## config.mk

```make
export PLATFORM = sky130hd
export DESIGN_NAME = mem_access_unit
export DESIGN_NICKNAME = d
export VERILOG_FILES = /design/src/rtl/mem_access_unit.sv
export SDC_FILE = /design/constraint.sdc
export NUM_CORES = 1
export LEC_CHECK = 0
export ABC_AREA = 0
export ABC_CLOCK_PERIOD_IN_PS = 1800
export BUFFER_PORTS_ARGS = -buffer_cell sky130_fd_sc_hd__buf_2
export CAP_MARGIN = 5
export CORE_ASPECT_RATIO = 1.5
export CORE_MARGIN = 2
export CORE_UTILIZATION = 42
export DETAILED_ROUTE_END_ITERATION = 8
export HOLD_SLACK_MARGIN = 0.02
export PLACE_DENSITY_LB_ADDON = 0.3
export SYNTH_ARGS = -nofsm -noshare
export SYNTH_HDL_FRONTEND = slang
export SYNTH_SLANG_ARGS = --single-unit
```

## constraint.sdc

```tcl
create_clock -name clk -period 1.8 [get_ports clk]
set_input_delay 0.09 -clock clk [delete_from_list [all_inputs] [get_ports clk]]
set_output_delay 0.09 -clock clk [all_outputs]
set_load 0.02 [all_outputs]
```

## src/rtl/mem_access_unit.sv

```systemverilog
// Data memory bus initiator: aligns loads/stores onto a word bus,
// stalls the pipeline until the bus responds, extends load data.
`ifndef MEM_TYPE_LEN
`define MEM_TYPE_LEN 2
`define MEM_TYPE_BYTE 2'b00
`define MEM_TYPE_HALF 2'b01
`define MEM_TYPE_WORD 2'b10
`endif

module mem_access_unit (
  input  logic                     clk,
  input  logic                     reset,
  input  logic                     req_valid,
  input  logic                     req_write,
  input  logic [31:0]              req_addr,
  input  logic [31:0]              req_wdata,
  input  logic [`MEM_TYPE_LEN-1:0] req_type,
  input  logic                     req_signed,
  output logic                     stall,
  output logic                     resp_valid,
  output logic [31:0]              resp_rdata,
  output logic                     addr_error,
  output logic                     bus_valid,
  output logic                     bus_write,
  output logic [31:0]              bus_addr,
  output logic [31:0]              bus_wdata,
  output logic [3:0]               bus_byteen,
  input  logic                     bus_ready,
  input  logic [31:0]              bus_rdata
);

  typedef enum logic [1:0] {
    IDLE = 2'd0,
    BUSY = 2'd1,
    DONE = 2'd2
  } state_t;

  state_t state_q, state_d;

  logic                     bus_valid_q, bus_valid_d;
  logic                     bus_write_q, bus_write_d;
  logic [31:0]              bus_addr_q, bus_addr_d;
  logic [31:0]              bus_wdata_q, bus_wdata_d;
  logic [3:0]               bus_byteen_q, bus_byteen_d;
  logic [1:0]               off_q, off_d;
  logic [`MEM_TYPE_LEN-1:0] type_q, type_d;
  logic                     signed_q, signed_d;
  logic                     resp_valid_q, resp_valid_d;
  logic [31:0]              resp_rdata_q, resp_rdata_d;
  logic                     addr_error_q, addr_error_d;

  logic        is_byte;
  logic        is_half;
  logic        misaligned;
  logic [3:0]  byteen_new;
  logic [31:0] wdata_new;
  logic [7:0]  byte_sel;
  logic [15:0] half_sel;
  logic [31:0] load_ext;

  // Decode request size, alignment, lane enables and replicated data
  always_comb begin
    is_byte    = (req_type == `MEM_TYPE_BYTE);
    is_half    = (req_type == `MEM_TYPE_HALF);
    misaligned = 1'b0;
    byteen_new = 4'b1111;
    wdata_new  = req_wdata;
    unique case (1'b1)
      is_byte: begin
        byteen_new = 4'b0001 << req_addr[1:0];
        wdata_new  = {4{req_wdata[7:0]}};
      end
      is_half: begin
        misaligned = req_addr[0];
        byteen_new = req_addr[1] ? 4'b1100 : 4'b0011;
        wdata_new  = {2{req_wdata[15:0]}};
      end
      default: begin
        misaligned = (req_addr[1:0] != 2'b00);
      end
    endcase
  end

  // Pick the addressed lane from the read word and extend it
  always_comb begin
    byte_sel = 8'h00;
    unique case (off_q)
      2'd0: byte_sel = bus_rdata[7:0];
      2'd1: byte_sel = bus_rdata[15:8];
      2'd2: byte_sel = bus_rdata[23:16];
      2'd3: byte_sel = bus_rdata[31:24];
      default: byte_sel = 8'h00;
    endcase
    half_sel = off_q[1] ? bus_rdata[31:16] : bus_rdata[15:0];
    load_ext = bus_rdata;
    unique case (1'b1)
      (type_q == `MEM_TYPE_BYTE):
        load_ext = {{24{signed_q & byte_sel[7]}}, byte_sel};
      (type_q == `MEM_TYPE_HALF):
        load_ext = {{16{signed_q & half_sel[15]}}, half_sel};
      default:
        load_ext = bus_rdata;
    endcase
  end

  // Next-state and next-output logic of the access FSM
  always_comb begin
    state_d      = state_q;
    bus_valid_d  = bus_valid_q;
    bus_write_d  = bus_write_q;
    bus_addr_d   = bus_addr_q;
    bus_wdata_d  = bus_wdata_q;
    bus_byteen_d = bus_byteen_q;
    off_d        = off_q;
    type_d       = type_q;
    signed_d     = signed_q;
    resp_valid_d = 1'b0;
    resp_rdata_d = resp_rdata_q;
    addr_error_d = 1'b0;
    unique case (state_q)
      IDLE: begin
        if (req_valid && misaligned) begin
          addr_error_d = 1'b1;
        end else if (req_valid) begin
          state_d      = BUSY;
          bus_valid_d  = 1'b1;
          bus_write_d  = req_write;
          bus_addr_d   = {req_addr[31:2], 2'b00};
          bus_wdata_d  = wdata_new;
          bus_byteen_d = byteen_new;
          off_d        = req_addr[1:0];
          type_d       = req_type;
          signed_d     = req_signed;
        end
      end
      BUSY: begin
        if (bus_ready) begin
          state_d     = DONE;
          bus_valid_d = 1'b0;
          if (!bus_write_q) begin
            resp_valid_d = 1'b1;
            resp_rdata_d = load_ext;
          end
        end
      end
      DONE: begin
        state_d = IDLE;
      end
      default: begin
        state_d     = IDLE;
        bus_valid_d = 1'b0;
      end
    endcase
  end

  // State and registered outputs; reset abandons any transaction
  always_ff @(posedge clk) begin
    if (reset) begin
      state_q      <= IDLE;
      bus_valid_q  <= 1'b0;
      bus_write_q  <= 1'b0;
      bus_addr_q   <= 32'h0;
      bus_wdata_q  <= 32'h0;
      bus_byteen_q <= 4'h0;
      off_q        <= 2'd0;
      type_q       <= '0;
      signed_q     <= 1'b0;
      resp_valid_q <= 1'b0;
      resp_rdata_q <= 32'h0;
      addr_error_q <= 1'b0;
    end else begin
      state_q      <= state_d;
      bus_valid_q  <= bus_valid_d;
      bus_write_q  <= bus_write_d;
      bus_addr_q   <= bus_addr_d;
      bus_wdata_q  <= bus_wdata_d;
      bus_byteen_q <= bus_byteen_d;
      off_q        <= off_d;
      type_q       <= type_d;
      signed_q     <= signed_d;
      resp_valid_q <= resp_valid_d;
      resp_rdata_q <= resp_rdata_d;
      addr_error_q <= addr_error_d;
    end
  end

  assign stall = ((state_q == IDLE) && req_valid && !misaligned)
               || (state_q == BUSY);

  assign resp_valid = resp_valid_q;
  assign resp_rdata = resp_rdata_q;
  assign addr_error = addr_error_q;
  assign bus_valid  = bus_valid_q;
  assign bus_write  = bus_write_q;
  assign bus_addr   = bus_addr_q;
  assign bus_wdata  = bus_wdata_q;
  assign bus_byteen = bus_byteen_q;

endmodule
```

* Yosys cells after proc, flatten, opt, wreduce, memory -nomap -nowiden *
Index checks and enable logic that the tools add are counted.

storage, ports and cells
  register bits after elaboration = 109
  input bits = 104
  output and inout port bits = 105
  word-level logic and storage cells = 64

operators by class
  equal/unequal tests = 10
  shift operators = 1
  multiplexer cells = 17
  bitwise gates (word level) = 8
  reductions and logical operators = 16

operator list
  operator                                                           number
  32-bit case mux with 2 select lines                                2
  8-bit case mux with 4 select lines                                 1
  16-bit 2-to-1 mux                                                  1
  3-bit AND reduction                                                3
  2-bit by 1-bit == test with 1-bit output, second input constant    4
  2-bit zero test                                                    4
  4-bit case mux with 2 select lines                                 1
  2-bit == test, second input constant                               3
  2-bit 2-to-1 mux                                                   3
  2-bit inequality test, second input constant                       3
  1-bit inverter                                                     6
  1-bit 2-to-1 mux                                                   5
  4-bit 2-to-1 mux                                                   1
  2-bit case mux with 2 select lines                                 1
  4-bit AND reduction                                                1
  1-bit by 2-bit << shifter with 4-bit output, first input constant  1
  1-bit logical AND                                                  3
  1-bit case mux with 3 select lines                                 1
  3-bit OR reduction                                                 1
  1-bit AND                                                          2
  1-bit case mux with 2 select lines                                 1
  2-bit nonzero test                                                 1
  2-bit OR reduction                                                 1
  1-bit zero test                                                    1
  1-bit logical OR                                                   1

* Depth between registers and ports, before layout *
  depth after elaboration = 5
  mapped depth = 6
  mapped depth without buffers = 4

* Worst setup path before layout *
No wires, ideal clock.

  path kind = reg-to-reg
  from = register state_q[0]
  to = register resp_rdata_q[8] (netlist: resp_rdata[8])
  setup time = 0.140 ns
  data arrival time = 1.341 ns
  required time = 1.660 ns
  setup slack = 0.319 ns
  cell stages (with the launch flop) = 6
  path buffers = 1
  clock period less this slack = 1.481 ns
  cell sequence = dfxtp_1 > nand2b_4 > or3b_4 > buf_6 > a31oi_4 > a211oi_1

between the ends
  cells in the longest elaborated chain, start to end = 2

ends and longest elaborated chain
  element                                   RTL line  RTL
  from (decl)                               38        state_t state_q, state_d;
  from (signal assigned)                    172       state_q <= state_d;
  2-bit by 1-bit == test with 1-bit output  120       unique case (state_q)
  3-bit AND reduction (no source line)      --
  to (signal assigned)                      182       resp_rdata_q <= resp_rdata_d;
  to (decl)                                 49        logic [31:0] resp_rdata_q, resp_rdata_d;

Every way passes these cells.
A chain may end at the register's enable or synchronous reset.

* Final worst setup path *
  from = register state_q[0]
  to = output stall

between the ends
  cells in the longest elaborated chain, start to end = 4
  elaborated cells on any way between the ends = 5
  those cells by class = eq/ne: 1; reduce/logical: 4

ends and longest elaborated chain
  element                          RTL line  RTL
  2-bit zero test                  187       assign stall = ((state_q == IDLE) && req_valid && !misaligned)
  1-bit logical AND (2 in series)  187
  1-bit logical OR *               188       || (state_q == BUSY);
  to (decl)                        19        output logic stall,

Mark *: on every way between the ends. The rest lies on a longest branch, timed or not.

==> summary.txt <==
Worst setup path
  • Largest fanout on the critical path: 9
  • Crit path launch type: flip-flop
  • CP Class: reg2out
  • CP Capture Type: output port
  • Crit path arrival time: 1560 ps
  • CP required: 1710 ps

Drt
  • Met2 wire length: 7620 um
  • DR iter-0 viols: 183
  • Post-route ant nets: 0
  • Top layer in use: met4
  • DRT Pass-1 Iters: 5
  • Vias per inst: 5.23
  • Per-cell routed wire length: 15.6 um
  • Met3 wire length: 884 um
  • DRC Markers: 0
  • Routed vias: 4986
  • Metal-1 WL: 5510 um
  • WL final: 14800 um

Timing
  • RSZ-0062 raised after global routing: false
  • Final hold viol count: 0
  • Least-Margin Pin Slew: 529 ps
  • Post-route minimum period: 1650 ps
  • Setup TNS Final: 0 ps
  • Max Clk Rate: 606 MHz
  • Crit share post-route: 91.7%
  • Hold WS: 31.0 ps
  • # setup viols final: 0
  • Max-slew headroom: 64.7%
  • Slew Viols, Final: 0
  • Setup Skew: 6.62 ps

Final layout
  • Share of cells above drive strength 1: 33.0%
  • Total of fill cells in the finished design: 1048
  • Multi-input gate area: 0.00233 mm2
  • Layout Nets: 903
  • Area Growth Syn to Fin: 39.7%
  • Final Util: 60.2%
  • Final cell count without fillers: 953
  • Area occupied by registers: 0.00218 mm2

Synth
  • Synthesized area per cell: 8.34 um2
  • Synth top cells by count: nand2_1 (138), dfxtp_1 (109), nor2_1 (66)
  • Top post-synthesis cells by area: dfxtp_1 (46%), nand2_1 (11%), a21oi_1 (5.6%)
  • Most common cell in the netlist: nand2_1
  • Post-synth EDFFs: 0
  • Post-synthesis mux area share: 5.55%
  • Synth Area in Compound Gates: 22.5%
  • Post-Syn Instances: 571
  • Main combinational cell family by area after synthesis: compound AO/OA/AOI/OAI gates
  • Register area share after synthesis: 45.8%
  • Post-Synth XOR/XNOR Area: 0.184%
  • Unique cell type count in the Yosys netlist: 38
  • Synthesized cell area: 0.00476 mm2
  • Simple-gate share of the synthesized area: 20.3%
  • Share of flip-flops with an asynchronous set or reset: 0%
  • Dominant synthesized flop cell: dfxtp_1
  • Area leader, netlist: dfxtp_1
  • Flop and latch count out of synthesis: 109
  • Post-Synth Adder-Cell Area: 0%
  • Yosys warns: 0
  • Synth top area share: 45.8%

Floorplan
  • Starting Density: 43.1%
  • Die area: 0.0122 mm2
  • Chip width: 90.9 um
  • Die H: 134 um
  • # IOs: 209
  • Core area: 0.0111 mm2
  • Row cnt: 47

Min path
  • Min-delay worst type: in2reg

CTS
  • # Post-CTS Setup Buffers: 0
  • Post_cts resized: 0
  • CTS tree: built
  • CTS sink count: 109
  • Clock slew at reported path FFs: 60 ps
  • Root Buffer: clkbuf_16
  • Max clock buf depth: 2
  • CTS Buf Count: 9
  • Clk_lat worst skew: 340 ps
  • # H-tree levels: 3

Global routing
  • Total global-route track usage: 23.9%
  • Global route total overflow: 0
  • Antenna violations before repair: 1
  • First-pass GRT wire length: 23600 um
  • Pin count of the biggest net entering global routing: 51
  • Vias in the first global route: 4863

Placed design
  • Detailed placer's ending HPWL: 10800 um
  • IO buf count: 206
  • Final Wtd Congestion: 0.940
  • Placed cells: 898

Power
  • Worst vdd ir: 0.000525 V
  • Power per Cell Area: 879 mW/mm2
  • Leakage: 2.93 nW

Status
  • Outcome: completed

Run
  • Max cap viols: 0
layout make-up:
cell class	instances	area share (%)
inverter	4	0.226
antenna	2	0.0752
clock buffer	13	3.91
timing repair buffer	264	24.2
clock inverter	3	1.02
tap	147	2.76
multi-input combinational	411	35.0
sequential	109	32.8
critical path, cell delays in order (launching register included):
cell and delay [ps]:
dfxtp_1 360, nor3b_2 220, buf_4 170, nand3_2 190, nand2_1 100, buf_2 190
placed cells by master (no fill, tap or decap), types with 4 or more instances in the layout:
cell,instances
clkbuf_16,9
buf_4,18
inv_1,4
a311oi_1,8
o21ai_0,18
a2111oi_2,7
a22oi_1,10
a211oi_1,34
and3_1,8
nand2_1,138
buf_12,4
buf_2,205
dfxtp_1,109
a211oi_2,4
nor2_1,66
nor3_1,7
a22o_1,9
mux2i_1,25
a21oi_1,53
dlygate4sd3_1,37
what timing repair did:
action                                  4_1_cts  5_1_grt
endpoints found under the setup margin        0        0
hold endpoints to repair                     37        0
hold buffers                                 37        0
where the power goes:
part	internal, W	switching (W)	total (W)
registers	0.00255	0.0000711	0.00262
clock network	0.00130	0.000846	0.00214
logic	0.000445	0.000646	0.00109
total	0.00429	0.00156	0.00585
stage by stage:
stage / power, W / worst slack, ps / instance area, um2
global route: 0.00612 / 20.6 / 6650
finish: 0.00585 / 149 / 6650
CTS: 0.00590 / 127 / 6650
detailed placement: 0.00370 / 198 / 5950
floorplan: 0.00329 / 319 / 4760
global placement: 0.00367 / 230 / 5950
cell families after synthesis:
| group | after synthesis |
|---|---|
| and+or+nand+nor | 232 |
| AOI/OAI and AO/OA | 150 |
| DFF | 109 |
| buffers and inverters | 52 |
| muxes | 26 |
| xor gates and xnor gates | 1 |
| other | 1 |
metal layers:
metal / vias to the layer above / global-route usage, %
li1: 2423 / -
met1: 2288 / 26.0
met2: 216 / 43.2
met3: 59 / 4.10
met4: 0 / 14.2
met5: - / 0
path summary, 6_finish.rpt:
check	slack (ps)	start	endpoint	depth (start not counted)
max	150	state_q[0]	stall	5
min	30	bus_rdata[17]	resp_rdata[17]	3
max reg2reg	190	type_q[0]	resp_rdata[5]	5
min reg2reg	450	bus_byteen[1]	bus_byteen[1]	2
flip-flops by register name, indices dropped and copies added, names as in the netlist:
register	cells
bus_addr	30
resp_rdata	32
off_q	2
addr_error	1
bus_write	1
bus_valid	1
type_q	2
signed_q	1
resp_valid	1
bus_byteen	4
state_q	2
bus_wdata	32
Note: power is estimated with default switching activity, not from simulation.
